[src/rtl/cc_speedlimit_pkg.sv]
// Shared types and constants for the speed-limit sequencer.
// State encoding is exported on the debug bus, so the values are fixed.
package cc_speedlimit_pkg;

    localparam int STATE_W = 3;
    localparam int CNT_W   = 4;

    typedef enum logic [STATE_W-1:0] {
        ST_IDLE    = 3'd0,
        ST_SETUP   = 3'd1,
        ST_STROBE  = 3'd2,
        ST_MONITOR = 3'd3,
        ST_ALARM   = 3'd4
    } state_t;

    localparam logic [CNT_W-1:0] CNT_MAX = '1;

    // Increment that sticks at the top value instead of wrapping.
    function automatic logic [CNT_W-1:0] sat_inc(input logic [CNT_W-1:0] value);
        return (value == CNT_MAX) ? value : value + 1'b1;
    endfunction

endpackage

[src/rtl/cc_speedlimit_if.sv]
// Bus between the system control logic (master) and the speed-limit
// sequencer (slave), including the comparator-facing limit/load/over lines.
//
// Handshake: the master raises limitReq with limitNew stable and holds both
// until limitAck pulses for one cycle; req is ignored during that ack cycle,
// and req still high on the cycle after ack is taken as a fresh request.
interface cc_speedlimit_if
    import cc_speedlimit_pkg::*;
#(
    parameter int DATAWIDTH = 8
);
    logic [DATAWIDTH-1:0] CC_SPEEDLIMIT_limitNew_InBUS;
    logic                 CC_SPEEDLIMIT_limitReq_InHigh;
    logic                 CC_SPEEDLIMIT_limitAck_OutHigh;
    logic                 CC_SPEEDLIMIT_sampleTick_InHigh;
    logic                 CC_SPEEDLIMIT_cmpOver_InLow;
    logic                 CC_SPEEDLIMIT_alarmClear_InHigh;
    logic [DATAWIDTH-1:0] CC_SPEEDLIMIT_limit_OutBUS;
    logic                 CC_SPEEDLIMIT_load_OutLow;
    logic                 CC_SPEEDLIMIT_alarm_OutHigh;
    logic [STATE_W-1:0]   CC_SPEEDLIMIT_state_OutBUS;

    modport master (
        output CC_SPEEDLIMIT_limitNew_InBUS, CC_SPEEDLIMIT_limitReq_InHigh,
               CC_SPEEDLIMIT_sampleTick_InHigh, CC_SPEEDLIMIT_cmpOver_InLow,
               CC_SPEEDLIMIT_alarmClear_InHigh,
        input  CC_SPEEDLIMIT_limitAck_OutHigh, CC_SPEEDLIMIT_limit_OutBUS,
               CC_SPEEDLIMIT_load_OutLow, CC_SPEEDLIMIT_alarm_OutHigh,
               CC_SPEEDLIMIT_state_OutBUS
    );

    modport slave (
        input  CC_SPEEDLIMIT_limitNew_InBUS, CC_SPEEDLIMIT_limitReq_InHigh,
               CC_SPEEDLIMIT_sampleTick_InHigh, CC_SPEEDLIMIT_cmpOver_InLow,
               CC_SPEEDLIMIT_alarmClear_InHigh,
        output CC_SPEEDLIMIT_limitAck_OutHigh, CC_SPEEDLIMIT_limit_OutBUS,
               CC_SPEEDLIMIT_load_OutLow, CC_SPEEDLIMIT_alarm_OutHigh,
               CC_SPEEDLIMIT_state_OutBUS
    );

endinterface

[src/rtl/cc_speedlimit_debounce.sv]
// Consecutive-sample counter: counts enabled samples that qualify, restarts
// on a non-qualifying sample, saturates, and flags the sample that reaches
// THRESHOLD combinationally so the caller can act on that same edge.
module cc_speedlimit_debounce
    import cc_speedlimit_pkg::*;
#(
    parameter int THRESHOLD = 4
)
(
    input  logic clk,
    input  logic rst_n,
    input  logic clr,
    input  logic en,
    input  logic sample,
    output logic reached
);
    localparam logic [CNT_W-1:0] LIMIT = CNT_W'(THRESHOLD);

    logic [CNT_W-1:0] count;
    logic [CNT_W-1:0] count_inc;

    assign count_inc = sat_inc(count);
    assign reached   = en && sample && (count_inc >= LIMIT);

    // Count qualifying samples; clear has priority over a sample.
    always_ff @(posedge clk or negedge rst_n) begin
        if (!rst_n) begin
            count <= '0;
        end else if (clr) begin
            count <= '0;
        end else if (en) begin
            count <= sample ? count_inc : '0;
        end
    end

endmodule

[src/rtl/cc_speedlimit_controller.sv]
// Speed-limit sequencer: loads a new limit into the comparator with one
// cycle of setup before the active-low load strobe, then filters the
// comparator's over-speed output into an alarm via trip/clear counters.
// Optional build macro: CC_SPEEDLIMIT_ALARMLATCH_EN makes the alarm sticky
// until alarmClear is pulsed outside the ALARM state.
module cc_speedlimit_controller
    import cc_speedlimit_pkg::*;
#(
    parameter int SPEEDLIMIT_DATAWIDTH  = 8,
    parameter int SPEEDLIMIT_TRIPCOUNT  = 4,
    parameter int SPEEDLIMIT_CLEARCOUNT = 4,
    parameter int SPEEDLIMIT_LOADCYCLES = 2
)
(
    input  logic            CC_SPEEDLIMIT_CLOCK_50,
    input  logic            CC_SPEEDLIMIT_RESET_InLow,
    cc_speedlimit_if.slave  bus
);
    localparam logic [2:0] LOAD_LAST = 3'(SPEEDLIMIT_LOADCYCLES - 1);

    logic clk;
    logic rst_n;
    assign clk   = CC_SPEEDLIMIT_CLOCK_50;
    assign rst_n = CC_SPEEDLIMIT_RESET_InLow;

    state_t                          state;
    state_t                          state_next;
    logic [1:0]                      over_sync;
    logic                            over;
    logic [2:0]                      strobe_cnt;
    logic                            ack_q;
    logic [SPEEDLIMIT_DATAWIDTH-1:0] limit_q;
    logic                            req_take;
    logic                            trip_en;
    logic                            clear_en;
    logic                            trip_clr;
    logic                            clear_clr;
    logic                            trip_hit;
    logic                            clear_hit;

    // The request is not re-accepted while its own ack is still on the bus.
    assign over      = ~over_sync[1];
    assign req_take  = bus.CC_SPEEDLIMIT_limitReq_InHigh && !ack_q;
    assign trip_en   = bus.CC_SPEEDLIMIT_sampleTick_InHigh && (state == ST_MONITOR);
    assign clear_en  = bus.CC_SPEEDLIMIT_sampleTick_InHigh && (state == ST_ALARM);
    assign trip_clr  = (state_next != ST_MONITOR);
    assign clear_clr = (state_next != ST_ALARM);

    cc_speedlimit_debounce #(.THRESHOLD(SPEEDLIMIT_TRIPCOUNT)) u_trip (
        .clk(clk), .rst_n(rst_n), .clr(trip_clr), .en(trip_en),
        .sample(over), .reached(trip_hit)
    );

    cc_speedlimit_debounce #(.THRESHOLD(SPEEDLIMIT_CLEARCOUNT)) u_clear (
        .clk(clk), .rst_n(rst_n), .clr(clear_clr), .en(clear_en),
        .sample(!over), .reached(clear_hit)
    );

    // Next-state decode; a request outranks a sample tick in the same cycle.
    always_comb begin
        state_next = state;
        case (state)
            ST_IDLE:    if (req_take) state_next = ST_SETUP;
            ST_SETUP:   state_next = ST_STROBE;
            ST_STROBE:  if (strobe_cnt == LOAD_LAST) state_next = ST_MONITOR;
            ST_MONITOR: begin
                if (req_take)      state_next = ST_SETUP;
                else if (trip_hit) state_next = ST_ALARM;
            end
            ST_ALARM: begin
                if (req_take)       state_next = ST_SETUP;
                else if (clear_hit) state_next = ST_MONITOR;
            end
            default:    state_next = ST_IDLE;
        endcase
    end

    // State, strobe timer, ack pulse, limit capture and input synchronizer.
    always_ff @(posedge clk or negedge rst_n) begin
        if (!rst_n) begin
            state      <= ST_IDLE;
            strobe_cnt <= '0;
            ack_q      <= 1'b0;
            limit_q    <= '0;
            over_sync  <= 2'b11;
        end else begin
            state      <= state_next;
            strobe_cnt <= (state == ST_STROBE) ? strobe_cnt + 1'b1 : 3'd0;
            ack_q      <= (state == ST_STROBE) && (state_next == ST_MONITOR);
            over_sync  <= {over_sync[0], bus.CC_SPEEDLIMIT_cmpOver_InLow};
            if ((state_next == ST_SETUP) && (state != ST_SETUP)) begin
                limit_q <= bus.CC_SPEEDLIMIT_limitNew_InBUS;
            end
        end
    end

    assign bus.CC_SPEEDLIMIT_limit_OutBUS     = limit_q;
    assign bus.CC_SPEEDLIMIT_load_OutLow      = (state != ST_STROBE);
    assign bus.CC_SPEEDLIMIT_limitAck_OutHigh = ack_q;
    assign bus.CC_SPEEDLIMIT_state_OutBUS     = state;

`ifdef CC_SPEEDLIMIT_ALARMLATCH_EN
    logic alarm_q;

    // Sticky alarm: set on entering ALARM, cleared only outside ALARM.
    always_ff @(posedge clk or negedge rst_n) begin
        if (!rst_n) begin
            alarm_q <= 1'b0;
        end else if (state_next == ST_ALARM) begin
            alarm_q <= 1'b1;
        end else if (bus.CC_SPEEDLIMIT_alarmClear_InHigh && (state != ST_ALARM)) begin
            alarm_q <= 1'b0;
        end
    end

    assign bus.CC_SPEEDLIMIT_alarm_OutHigh = alarm_q;
`else
    logic unused_alarm_clear;
    assign unused_alarm_clear = bus.CC_SPEEDLIMIT_alarmClear_InHigh;
    assign bus.CC_SPEEDLIMIT_alarm_OutHigh = (state == ST_ALARM);
`endif

endmodule
[src/flat_wrapper.sv]
// flat-port wrapper written by rule: the top's interface ports become plain ports
module cc_speedlimit_controller_flat import cc_speedlimit_pkg::*;
#(
    parameter int SPEEDLIMIT_DATAWIDTH  = 8,
    parameter int SPEEDLIMIT_TRIPCOUNT  = 4,
    parameter int SPEEDLIMIT_CLEARCOUNT = 4,
    parameter int SPEEDLIMIT_LOADCYCLES = 2
)
  (CC_SPEEDLIMIT_CLOCK_50, CC_SPEEDLIMIT_RESET_InLow, bus_CC_SPEEDLIMIT_limitNew_InBUS, bus_CC_SPEEDLIMIT_limitReq_InHigh, bus_CC_SPEEDLIMIT_sampleTick_InHigh, bus_CC_SPEEDLIMIT_cmpOver_InLow, bus_CC_SPEEDLIMIT_alarmClear_InHigh, bus_CC_SPEEDLIMIT_limitAck_OutHigh, bus_CC_SPEEDLIMIT_limit_OutBUS, bus_CC_SPEEDLIMIT_load_OutLow, bus_CC_SPEEDLIMIT_alarm_OutHigh, bus_CC_SPEEDLIMIT_state_OutBUS);
  cc_speedlimit_if bus_i ();
  input  logic CC_SPEEDLIMIT_CLOCK_50;
  input  logic CC_SPEEDLIMIT_RESET_InLow;
  input wire logic [$bits(bus_i.CC_SPEEDLIMIT_limitNew_InBUS)-1:0] bus_CC_SPEEDLIMIT_limitNew_InBUS;
  input wire logic [$bits(bus_i.CC_SPEEDLIMIT_limitReq_InHigh)-1:0] bus_CC_SPEEDLIMIT_limitReq_InHigh;
  input wire logic [$bits(bus_i.CC_SPEEDLIMIT_sampleTick_InHigh)-1:0] bus_CC_SPEEDLIMIT_sampleTick_InHigh;
  input wire logic [$bits(bus_i.CC_SPEEDLIMIT_cmpOver_InLow)-1:0] bus_CC_SPEEDLIMIT_cmpOver_InLow;
  input wire logic [$bits(bus_i.CC_SPEEDLIMIT_alarmClear_InHigh)-1:0] bus_CC_SPEEDLIMIT_alarmClear_InHigh;
  output wire logic [$bits(bus_i.CC_SPEEDLIMIT_limitAck_OutHigh)-1:0] bus_CC_SPEEDLIMIT_limitAck_OutHigh;
  output wire logic [$bits(bus_i.CC_SPEEDLIMIT_limit_OutBUS)-1:0] bus_CC_SPEEDLIMIT_limit_OutBUS;
  output wire logic [$bits(bus_i.CC_SPEEDLIMIT_load_OutLow)-1:0] bus_CC_SPEEDLIMIT_load_OutLow;
  output wire logic [$bits(bus_i.CC_SPEEDLIMIT_alarm_OutHigh)-1:0] bus_CC_SPEEDLIMIT_alarm_OutHigh;
  output wire logic [$bits(bus_i.CC_SPEEDLIMIT_state_OutBUS)-1:0] bus_CC_SPEEDLIMIT_state_OutBUS;
  assign bus_i.CC_SPEEDLIMIT_limitNew_InBUS = bus_CC_SPEEDLIMIT_limitNew_InBUS;
  assign bus_i.CC_SPEEDLIMIT_limitReq_InHigh = bus_CC_SPEEDLIMIT_limitReq_InHigh;
  assign bus_i.CC_SPEEDLIMIT_sampleTick_InHigh = bus_CC_SPEEDLIMIT_sampleTick_InHigh;
  assign bus_i.CC_SPEEDLIMIT_cmpOver_InLow = bus_CC_SPEEDLIMIT_cmpOver_InLow;
  assign bus_i.CC_SPEEDLIMIT_alarmClear_InHigh = bus_CC_SPEEDLIMIT_alarmClear_InHigh;
  assign bus_CC_SPEEDLIMIT_limitAck_OutHigh = bus_i.CC_SPEEDLIMIT_limitAck_OutHigh;
  assign bus_CC_SPEEDLIMIT_limit_OutBUS = bus_i.CC_SPEEDLIMIT_limit_OutBUS;
  assign bus_CC_SPEEDLIMIT_load_OutLow = bus_i.CC_SPEEDLIMIT_load_OutLow;
  assign bus_CC_SPEEDLIMIT_alarm_OutHigh = bus_i.CC_SPEEDLIMIT_alarm_OutHigh;
  assign bus_CC_SPEEDLIMIT_state_OutBUS = bus_i.CC_SPEEDLIMIT_state_OutBUS;
  cc_speedlimit_controller #(.SPEEDLIMIT_DATAWIDTH(SPEEDLIMIT_DATAWIDTH), .SPEEDLIMIT_TRIPCOUNT(SPEEDLIMIT_TRIPCOUNT), .SPEEDLIMIT_CLEARCOUNT(SPEEDLIMIT_CLEARCOUNT), .SPEEDLIMIT_LOADCYCLES(SPEEDLIMIT_LOADCYCLES)) u_core (.CC_SPEEDLIMIT_CLOCK_50(CC_SPEEDLIMIT_CLOCK_50), .CC_SPEEDLIMIT_RESET_InLow(CC_SPEEDLIMIT_RESET_InLow), .bus(bus_i));
endmodule
[config.mk]
export PLATFORM = sky130hd
export DESIGN_NAME = cc_speedlimit_controller_flat
export DESIGN_NICKNAME = d
export VERILOG_FILES = /design/src/rtl/cc_speedlimit_pkg.sv /design/src/rtl/cc_speedlimit_if.sv /design/src/rtl/cc_speedlimit_debounce.sv /design/src/rtl/cc_speedlimit_controller.sv /design/src/flat_wrapper.sv
export SDC_FILE = /design/constraint.sdc
export NUM_CORES = 1
export LEC_CHECK = 0
export BUFFER_PORTS_ARGS = -buffer_cell sky130_fd_sc_hd__buf_2
export CAP_MARGIN = 30
export CORE_UTILIZATION = 32
export CTS_BUF_LIST = sky130_fd_sc_hd__clkbuf_4
export CTS_CLUSTER_DIAMETER = 120
export DETAILED_ROUTE_END_ITERATION = 10
export PLACE_DENSITY = 0.55
export REMOVE_ABC_BUFFERS = 1
export SKIP_CTS_REPAIR_TIMING = 1
export SLEW_MARGIN = 20
export SYNTH_ARGS = -nofsm -noshare
export SYNTH_HDL_FRONTEND = slang
export SYNTH_SLANG_ARGS = --single-unit
[constraint.sdc]
create_clock -name CC_SPEEDLIMIT_CLOCK_50 -period 1.95 [get_ports CC_SPEEDLIMIT_CLOCK_50]
set_clock_uncertainty 0.2 [all_clocks]
set_input_delay 0.0975 -clock CC_SPEEDLIMIT_CLOCK_50 [delete_from_list [all_inputs] [get_ports CC_SPEEDLIMIT_CLOCK_50]]
set_output_delay 0.0975 -clock CC_SPEEDLIMIT_CLOCK_50 [all_outputs]
set_load 0.005 [all_outputs]
==> Yosys cells after proc, flatten, opt, wreduce, memory -nomap -nowiden <==
Cells that the tools add are included.
{ "word_totals": {"register_bits": 25, "in_bits": 14, "elab_cells": 55} }
{ "op_classes": {"n_addsub": 3, "n_lt_le_gt_ge": 2, "n_eq_ne": 13, "muxes": 16, "n_bitwise": 1, "n_reduce_logical": 13} }
{ "op_table": {"columns": ["cell", "n"], "rows": [
  ["2-to-1 mux 4 bit", 8],
  ["2-to-1 mux 3 bit", 7],
  ["one-hot mux 3 bit (5 select lines)", 1],
  ["== test 3 x 1 -> 1 bit, second input constant", 3],
  ["== test 3 x 2 -> 1 bit, second input constant", 3],
  ["logical AND 1 bit", 9],
  ["adder 4 x 1 -> 4 bit, second input constant", 2],
  ["== test 4 bit, second input constant", 2],
  [">= comparator 4 x 3 -> 1 bit, second input constant", 2],
  ["!= test 3 x 2 -> 1 bit, second input constant", 2],
  ["nonzero test 2 bit", 2],
  ["adder 3 x 1 -> 3 bit, second input constant", 1],
  ["== test 3 bit, second input constant", 1],
  ["logical NOT 3 bit", 1],
  ["!= test 3 x 1 -> 1 bit, second input constant", 1],
  ["!= test 3 bit, second input constant", 1],
  ["logical NOT 1 bit", 1],
  ["inverter 1 bit", 1]
]} }

==> Depth between registers and ports, before layout <==
Gate-level depths: netlist of run 1.
{ "logic_depth": {"ltp_word": 9, "depth_mapped": 8, "mapped_depth_nobuf": 6} }

==> Modules after synthesis <==
A second synthesis of run 1 with hierarchy kept.
{ "hier_totals": {"cells_unflattened": 116, "area_unflattened_um2": 1266.2} }
{ "modules_own_cells": {"columns": ["mod", "instances", "cells_per_inst", "area_each_um2", "seq_area_each_um2"], "rows": [
  ["cc_speedlimit_controller", 1, 59, 765.7, 427.9],
  ["cc_speedlimit_debounce (u_core.u_clear)", 1, 29, 259.0, 100.1],
  ["cc_speedlimit_debounce (u_core.u_trip)", 1, 28, 241.5, 100.1]
]} }

==> Worst setup path before layout of run 1 <==
Ideal clock, no wire load.
{ "synth_timing": {"path_type": "register to register", "start": "reg u_core.u_clear.count[0]", "end": "reg u_core.limit_q[0], in the netlist u_core.bus.CC_SPEEDLIMIT_limit_OutBUS[0]", "arrival_time_ns": 1.804, "required_time_ns": 1.616, "slack_ns": -0.188, "stages_incl_launch_ff": 9, "path_buffers": 2, "synth_period_minus_slack_ns": 2.138, "path_cell_list": "dfrtp_1 > ha_1 > and2_1 > a21oi_1 > o211ai_1 > clkbuf_1 > o211a_2 > buf_6 > o211ai_2"} }
{ "synth_via": {"elab_chain_cells": 9, "elab_cells_between_ends": 10, "cone_classes": "add/sub (1); order compare (1); eq/ne (2); mux (4); reduce/logical (2)"} }
{ "synth_lines": {"columns": ["item", "line_no", "source"], "rows": [
  ["from (decl)", "cc_speedlimit_debounce.sv:19", "logic [CNT_W-1:0] count;"],
  ["from (signal assigned)", "cc_speedlimit_debounce.sv:32", "count <= sample ? count_inc : '0;"],
  ["adder 4 x 1 -> 4 bit or == test 4 bit (tied branches)", "cc_speedlimit_pkg.sv:20", "return (value == CNT_MAX) ? value : value + 1'b1;"],
  ["2-to-1 mux 4 bit (*)", "cc_speedlimit_pkg.sv:20", null],
  [">= comparator 4 x 3 -> 1 bit (*)", "cc_speedlimit_debounce.sv:23", "assign reached = en && sample && (count_inc >= LIMIT);"],
  ["logical AND 1 bit (*)", "cc_speedlimit_debounce.sv:23", null],
  ["2-to-1 mux 3 bit (*)", "cc_speedlimit_controller.sv:72", "else if (clear_hit) state_next = ST_MONITOR;"],
  ["2-to-1 mux 3 bit (*)", "cc_speedlimit_controller.sv:71", "if (req_take) state_next = ST_SETUP;"],
  ["one-hot mux 3 bit (5 select lines) (*)", "cc_speedlimit_controller.sv:62", "case (state)"],
  ["== test 3 x 1 -> 1 bit (*)", "cc_speedlimit_controller.sv:91", "if ((state_next == ST_SETUP) && (state != ST_SETUP)) begin"],
  ["logical AND 1 bit (*)", "cc_speedlimit_controller.sv:91", null],
  ["to (signal assigned)", "cc_speedlimit_controller.sv:92", "limit_q <= bus.CC_SPEEDLIMIT_limitNew_InBUS;"],
  ["to (decl)", "cc_speedlimit_controller.sv:32", "logic [SPEEDLIMIT_DATAWIDTH-1:0] limit_q;"]
]} }
Mark *: on every way between the ends. The rest lies on a longest branch, timed or not.
A chain may end at the register's enable or synchronous reset.

==> Final worst setup path of run 1 <==
{ "layout_timing": {"start": "reg u_core.u_clear.count[1]", "end": "reg u_core.u_trip.count[2]"} }
{ "layout_via": {"elab_chain_cells": 9, "elab_cells_between_ends": 11, "cone_classes": "add/sub (1); order compare (1); eq/ne (2); mux (5); reduce/logical (2)"} }
{ "layout_lines": {"columns": ["item", "line_no", "source"], "rows": [
  ["adder 4 x 1 -> 4 bit or == test 4 bit (tied branches)", "cc_speedlimit_pkg.sv:20", null],
  ["2-to-1 mux 4 bit (*)", "cc_speedlimit_pkg.sv:20", null],
  [">= comparator 4 x 3 -> 1 bit (*)", "cc_speedlimit_debounce.sv:23", null],
  ["logical AND 1 bit (*)", "cc_speedlimit_debounce.sv:23", null],
  ["2-to-1 mux 3 bit (*)", "cc_speedlimit_controller.sv:72", null],
  ["2-to-1 mux 3 bit (*)", "cc_speedlimit_controller.sv:71", null],
  ["one-hot mux 3 bit (5 select lines) (*)", "cc_speedlimit_controller.sv:62", null],
  ["!= test 3 x 2 -> 1 bit (*)", "cc_speedlimit_controller.sv:46", "assign trip_clr = (state_next != ST_MONITOR);"],
  ["2-to-1 mux 4 bit or nonzero test 2 bit (tied branches)", null, null],
  ["to (signal assigned)", "cc_speedlimit_debounce.sv:32", null],
  ["to (decl)", "cc_speedlimit_debounce.sv:19", null]
]} }
Marked as above.

==> flow_summary.ini, run 1 <==
[run_status]
status = finished, violations left
violations = negative setup slack

[hold_path]
holdPathEnd = u_core.u_clear.count[2]
hp-class = in -> reg
hold_depth = 4
worstHoldStart = bus_CC_SPEEDLIMIT_sampleTick_InHigh

[clock_network]
numCtsBuffers = 3
htreeDepth = 1
cts_tree = done
clk_latency_ns = 0.32
clock_path_buffers = 2
path_clk_slew_ns = 0.15
cts_num_sinks = 25
cts_root_buf = clkbuf_4

[critical_path]
startpoint_type = flop
cpPeakStageDelay_ns = 0.42
worstPathRequired_ns = 1.99
r2r_end = u_core.u_trip.count[2]
slowest_stage = dfrtp_1
cp.arrival_ns = 2.03
r2r_start = u_core.u_clear.count[1]
worstRegToRegCells = 7
critPathKind = reg -> reg
path_max_fanout = 5
cp_cell_sequence = ha_2 > and2_4 > a21oi_2 > o211ai_1 > a2bb2oi_1 > buf_4 > nor4_4
rrSetupSlack_ns = -0.04
endpoint_kind = flop

[floorplanning]
die_area_sq_um = 4773
start_util_pct = 33.07
rows = 24
ioPinCount = 28
core_area_sq_um = 4354
die_w_microns = 69.09
dieHeight_microns = 69.09

[placed_design]
hpwl_mm = 2.666
routabilityCongestion = 0.8329
placed_cells = 241
io_buffers = 26

[routing]
wl_per_cell_microns = 13.97
drt-vias-per-instance = 5.146
drc = 0
drt_iter0_drc = 32
vias = 1338
ant_nets = 0
first_pass_iters = 4
routed_wl_mm = 3.631

[grt]
grt.overflow.total = 0
track_usage_pct = 15.21
antenna_found_initial = 0
grt_pass1_vias = 1306
grt_max_degree = 26
grt_pass1_wl_mm = 6.044

[yosys]
syn_area_per_cell_sq_um = 9.932
ys_warn_count = 0
yosysTopAreaCellShare_pct = 39.97
netlist_area_sq_um = 1440
synth_area_leaders = dfrtp_1 (40%), o211ai_2 (6.1%), nand2_1 (5.2%), o2111ai_1 (4.9%), dfstp_2 (3.6%)
synth_cell_types = 44
synth.ff_latch_count = 25
ys_seq_area_share_pct = 43.61
synthCells = 145
yosys.area.top_type = dfrtp_1

[sta]
worst_pin_slew_ns = 0.5854
timing.final.crit_share_pct = 102.2
max_freq_mhz = 501.5
final_hold_viol_count = 0
final.setup.worst_slack_ns = -0.04386
setup_viol = 9
drv_slew = 0
rsz0062_at_grt = yes
slew_headroom_pct = 60.97
min_period_ns = 1.994
tns_ns = -0.2039

[finish]
syn2layout_area_growth_pct = 41.09
final_cell_mix = buf_2 (26), buf_4 (26), nand2_1 (20), dfrtp_1 (20), nor2_1 (12)
fillerInstances = 398
final_cells = 260
insertedDiodeCount = 0
nets = 227
layout-drive-gt1-share_pct = 42.79

[pwr]
p_leak_nw = 0.8988
power_per_cell_area_nw_per_um2 = 1305
peakVddDrop_uv = 815.5

[run]
cap_violations = 0
==> worst max-delay path, delay by kind of cell (launching register included) <==
kind | cells | cell delay, ns
AO/OA/AOI/OAI | 3 | 0.50
AND/OR/NAND/NOR | 2 | 0.42
buffers and inverters | 1 | 0.17
adder cells (fa/ha/maj) | 1 | 0.21
flip-flops | 1 | 0.42
==> power by group <==
group / leakage [nW] / internal (W) / switching, W
sequential: 0.307 / 0.000667 / 0.000117
combinational: 0.578 / 0.000781 / 0.000840
clock: 0.0139 / 0.0000783 / 0.000169
total: 0.899 / 0.00153 / 0.00113
==> kinds of logic after synthesis <==
| kind of cell | after synthesis | synth area share (%) |
|---|---|---|
| xor+xnor | 2 | 1.217 |
| buf+inv | 14 | 4.778 |
| flops | 25 | 43.61 |
| fa+ha+maj | 4 | 3.475 |
| simple gates | 57 | 21.89 |
| compound gates | 43 | 25.02 |
==> layer usage <==
metal	vias to the layer above	wire, microns	GRT usage (%)
met5	-	0	0
met4	0	0	1.814
met3	0	73	1.754
met2	17	1844	26.97
met1	658	1713	20.37
li1	663	-	-
==> stage by stage <==
| step | power, W | hold slack, ns | util, % | setup slack [ns] | instance area (sq um) |
|---|---|---|---|---|---|
| after floorplan | 0.001615 | -0.3981 | - | -0.3213 | 1401 |
| after global routing | 0.002866 | 0.01797 | 46.67 | -0.1527 | 2032 |
| final | 0.002653 | 0.02454 | 46.67 | -0.04386 | 2032 |
| after CTS | 0.002480 | -0.4348 | 41.78 | -0.1187 | 1819 |
| after global placement | 0.002147 | -0.07956 | 41.09 | -0.04245 | 1789 |
| after detailed placement | 0.002230 | -0.05888 | 41.09 | -0.09923 | 1789 |
==> flip-flops by register name, indices dropped and copies added (netlist names) <==
| name | flops |
|---|---|
| u_core.over_sync | 2 |
| u_core.bus.CC_SPEEDLIMIT_state_OutBUS | 3 |
| u_core.bus.CC_SPEEDLIMIT_limit_OutBUS | 8 |
| u_core.u_clear.count | 4 |
| u_core.bus.CC_SPEEDLIMIT_limitAck_OutHigh | 1 |
| u_core.u_trip.count | 4 |
| u_core.strobe_cnt | 3 |
==> cell type report <==
class / count / area, sq um / area share [%]
flip-flops and latches: 25 / 631.9 / 31.10
inverters: 8 / 30.03 / 1.478
clock buffers: 3 / 22.52 / 1.108
multi-input cells: 106 / 807.0 / 39.72
repair buffers: 65 / 467.9 / 23.03
well taps: 52 / 65.06 / 3.202
clock inverters: 1 / 7.507 / 0.3695
==> worst max path at each step <==
stage                                                        start  cells after the start  slack, ns                                        to
after floorplan                            u_core.u_clear.count[0]                      6      -0.32  u_core.bus.CC_SPEEDLIMIT_limit_OutBUS[3]
after CTS                 u_core.bus.CC_SPEEDLIMIT_state_OutBUS[1]                      6      -0.12                    u_core.u_trip.count[2]
after global routing      u_core.bus.CC_SPEEDLIMIT_state_OutBUS[1]                      6      -0.15                    u_core.u_trip.count[2]
after detailed placement                   u_core.u_clear.count[0]                      7       -0.1  u_core.bus.CC_SPEEDLIMIT_limit_OutBUS[3]
after global placement    u_core.bus.CC_SPEEDLIMIT_state_OutBUS[1]                      6      -0.04                    u_core.u_trip.count[2]
final                                      u_core.u_clear.count[1]                      7      -0.04                    u_core.u_trip.count[2]
==> Yosys cell counts, drive strengths merged <==
cell type and instances:
a2111oi 1, a211oi 1, a21oi 10, a22o 2
a22oi 2, a2bb2oi 3, a41oi 1, and2 3
and2b 1, and3 2, buf 4, clkbuf 2
dfrtp 23, dfstp 2, ha 4, inv 8
nand2 20, nand3 1, nand3b 1, nand4b 1
nand4bb 1, nor2 14, nor2b 1, nor3 6
nor3b 2, nor4 1, o2111ai 8, o211a 1
o211ai 10, o21a 1, o21ai 1, o22ai 1
o31ai 1, or2 1, or3b 1, or4bb 1
xnor2 2
(Power assumes the default switching activity.)
==> inputs of run 2 (changes only) <==
ABC_AREA = 1   (was unset)
CAP_MARGIN = 10   (was 30)
CELL_PAD_IN_SITES_DETAIL_PLACEMENT = 1   (was unset)
CELL_PAD_IN_SITES_GLOBAL_PLACEMENT = 2   (was unset)
CORE_UTILIZATION = 29   (was 32)
PLACE_DENSITY = 0.78   (was 0.55)
==> run 2 against run 1 <==
The flow finishes with violations (negative hold slack); register-to-register slack improved by 0.15 ns; critical path depth rose by 5; area after synthesis fell by 7.8%; total power fell by 29%; die area rose by 1.7%; critical path type unchanged.
==> flow_summary.ini, run 2 <==
[run_status]
status = finished, violations left
violations = negative hold slack

[sta]
setup_viol = 0
drv_slew = 0
whs_ns = -0.001976
max_freq_mhz = 541.0
worst_pin_slew_ns = 0.6019
timing.final.crit_share_pct = 94.79
tns_ns = 0
slew_headroom_pct = 59.87
min_period_ns = 1.848
rsz0062_at_grt = yes
final_hold_viol_count = 1

[floorplanning]
rows = 24
die_area_sq_um = 4853
core_area_sq_um = 4384
start_util_pct = 30.28
dieHeight_microns = 69.66
ioPinCount = 28
die_w_microns = 69.66

[routing]
vias = 1202
first_pass_iters = 4
ant_nets = 0
drt_iter0_drc = 25
drc = 0
routed_wl_mm = 3.252
wl_per_cell_microns = 12.70
drt-vias-per-instance = 4.695

[yosys]
yosys.area.top_type = dfrtp_1
synth_cell_types = 24
ys_warn_count = 0
ys_seq_area_share_pct = 47.31
netlist_area_sq_um = 1328
synth_edf_count = 0
syn_area_per_cell_sq_um = 8.402
yosysTopAreaCellShare_pct = 43.36
synthArstFlopShare_pct = 100.0
synth_flop_cell = dfrtp_1
synth_common_cells = nand2_1 (41), dfrtp_1 (23), nor2_1 (23)
synth_area_leaders = dfrtp_1 (43%), nand2_1 (12%), nor2_1 (6.5%), inv_1 (5.4%), nand4_1 (4.2%)
yosysMostFrequentCell = nand2_1
synthCells = 158
synth.ff_latch_count = 25

[pwr]
peakVddDrop_uv = 534.0
power_frac_clock_pct = 13.8
p_int_w = 0.001060
power_switching_share_pct = 43.41
switching_power_w = 0.0008131
power_per_cell_area_nw_per_um2 = 1065
p_seq_share_pct = 40.1
p_leak_nw = 0.8810
p_comb_share_pct = 46.2

[critical_path]
worstPathRequired_ns = 2.04
cp.arrival_ns = 1.94
endpoint_kind = flop
startpoint_type = flop
path_max_fanout = 8
critPathKind = reg -> reg

[clock_network]
path_clk_slew_ns = 0.16
cts_num_sinks = 25
cts_tree = done
cts_root_buf = clkbuf_4
clk_latency_ns = 0.34
clock_path_buffers = 2
numCtsBuffers = 3
htreeDepth = 1

[finish]
design_area_sq_um = 1758
fillerInstances = 541
final_util_pct = 40.10
final_cell_mix = nand2_1 (38), buf_2 (26), nor2_1 (21), dfrtp_1 (21), inv_1 (19)
insertedDiodeCount = 0
layout_commonest_cell = nand2_1
largest_register_ffs = 8
layout-drive-gt1-share_pct = 32.84
nets = 223
syn2layout_area_growth_pct = 32.42

[grt]
antenna_found_initial = 0
grt.overflow.total = 0
grt_pass1_vias = 1193
grt_max_degree = 26
track_usage_pct = 13.60
grt_pass1_wl_mm = 5.326

[placed_design]
io_buffers = 26
hpwl_mm = 2.409
place_area_sq_um = 1530
routabilityCongestion = 0.7920

[run]
cap_violations = 0

[hold_path]
hp-class = in -> reg
[run 2: cell types whose count changed after synthesis, moves of 7 or more]
| cell | previous run | this run |
|---|---|---|
| nand2_1 | 20 | 41 |
| inv_1 | 6 | 19 |
| a21oi_1 | 9 | 0 |
| nand3_1 | 1 | 10 |
| nand4_1 | 0 | 9 |
| nor2_1 | 14 | 23 |
| o2111ai_1 | 8 | 0 |
| o211ai_2 | 7 | 0 |
[run 2: routing by layer]
| metal | share of wire [%] | track usage (%) |
|---|---|---|
| met3 | 3.4 | 3.634 |
| met5 | 0 | 0 |
| met4 | 0.43 | 2.667 |
| met1 | 44 | 16.84 |
| met2 | 52 | 23.84 |
[run 2: area by class of cell]
type	instances	area, sq um	share of cell area (%)
multi-input cells	112	671.9	38.22
flip-flops and latches	25	630.6	35.87
repair buffers	42	275.3	15.66
inverters	21	83.83	4.769
well taps	52	65.06	3.701
clock buffers	3	22.52	1.281
clock inverters	1	8.758	0.4982
[run 2: logic make-up (layout without fill, tap and decap cells)]
kind of cell | Yosys count | count (layout) | synth area share (%)
xor+xnor | 2 | 2 | 1.320
fa+ha+maj | 4 | 4 | 3.770
buf+inv | 22 | 67 | 7.162
flops | 25 | 25 | 47.31
simple gates | 101 | 102 | 38.45
compound gates | 4 | 4 | 1.979
[run 2: critical path: stages (launching register included)]
cell and delay (ns):
dfrtp_1 0.44, ha_4 0.16, nand2_2 0.06, buf_4 0.13, nor2_1 0.08, nor2_1 0.06, nand2_2 0.10, nand2_2 0.07
nor2_4 0.17, nand2_4 0.11, nand3_4 0.12, nand2_1 0.07, nand2_1 0.06
[run 2: power groups by stage]
stage	sequential, W	clock (W)	combinational (W)
CTS	0.000745	0.000274	0.000807
floorplan	0.000759	0	0.000500
global placement	0.000747	0	0.000770
detailed placement	0.000755	0	0.000805
global route	0.000773	0.000295	0.000981
finish	0.000751	0.000258	0.000864
[run 2: metrics by stage]
stage	cells	hold WS (ns)	total power, W	worst slack, ns
global placement	238	-0.07292	0.001517	0.07985
global route	256	0.009675	0.002049	-0.04707
CTS	242	-0.4462	0.001826	-0.02580
floorplan	157	-0.3981	0.001259	0.2358
detailed placement	238	-0.05541	0.001560	-0.01593
finish	256	-0.001976	0.001873	0.1016
[run 2: final timing paths]
kind	slack, ns	end	from	cells past startpoint
min in group asynchronous	0.08	u_core.bus.CC_SPEEDLIMIT_limit_OutBUS[3]	CC_SPEEDLIMIT_RESET_InLow	2
max	0.10	u_core.bus.CC_SPEEDLIMIT_limit_OutBUS[2]	u_core.u_clear.count[1]	12
min	-0.002	u_core.u_trip.count[2]	bus_CC_SPEEDLIMIT_sampleTick_InHigh	4
max reg2reg	0.10	u_core.bus.CC_SPEEDLIMIT_limit_OutBUS[2]	u_core.u_clear.count[1]	12
max in group asynchronous	1.03	u_core.bus.CC_SPEEDLIMIT_state_OutBUS[2]	CC_SPEEDLIMIT_RESET_InLow	2
min reg2reg	0.17	u_core.over_sync[1]	u_core.over_sync[0]	0
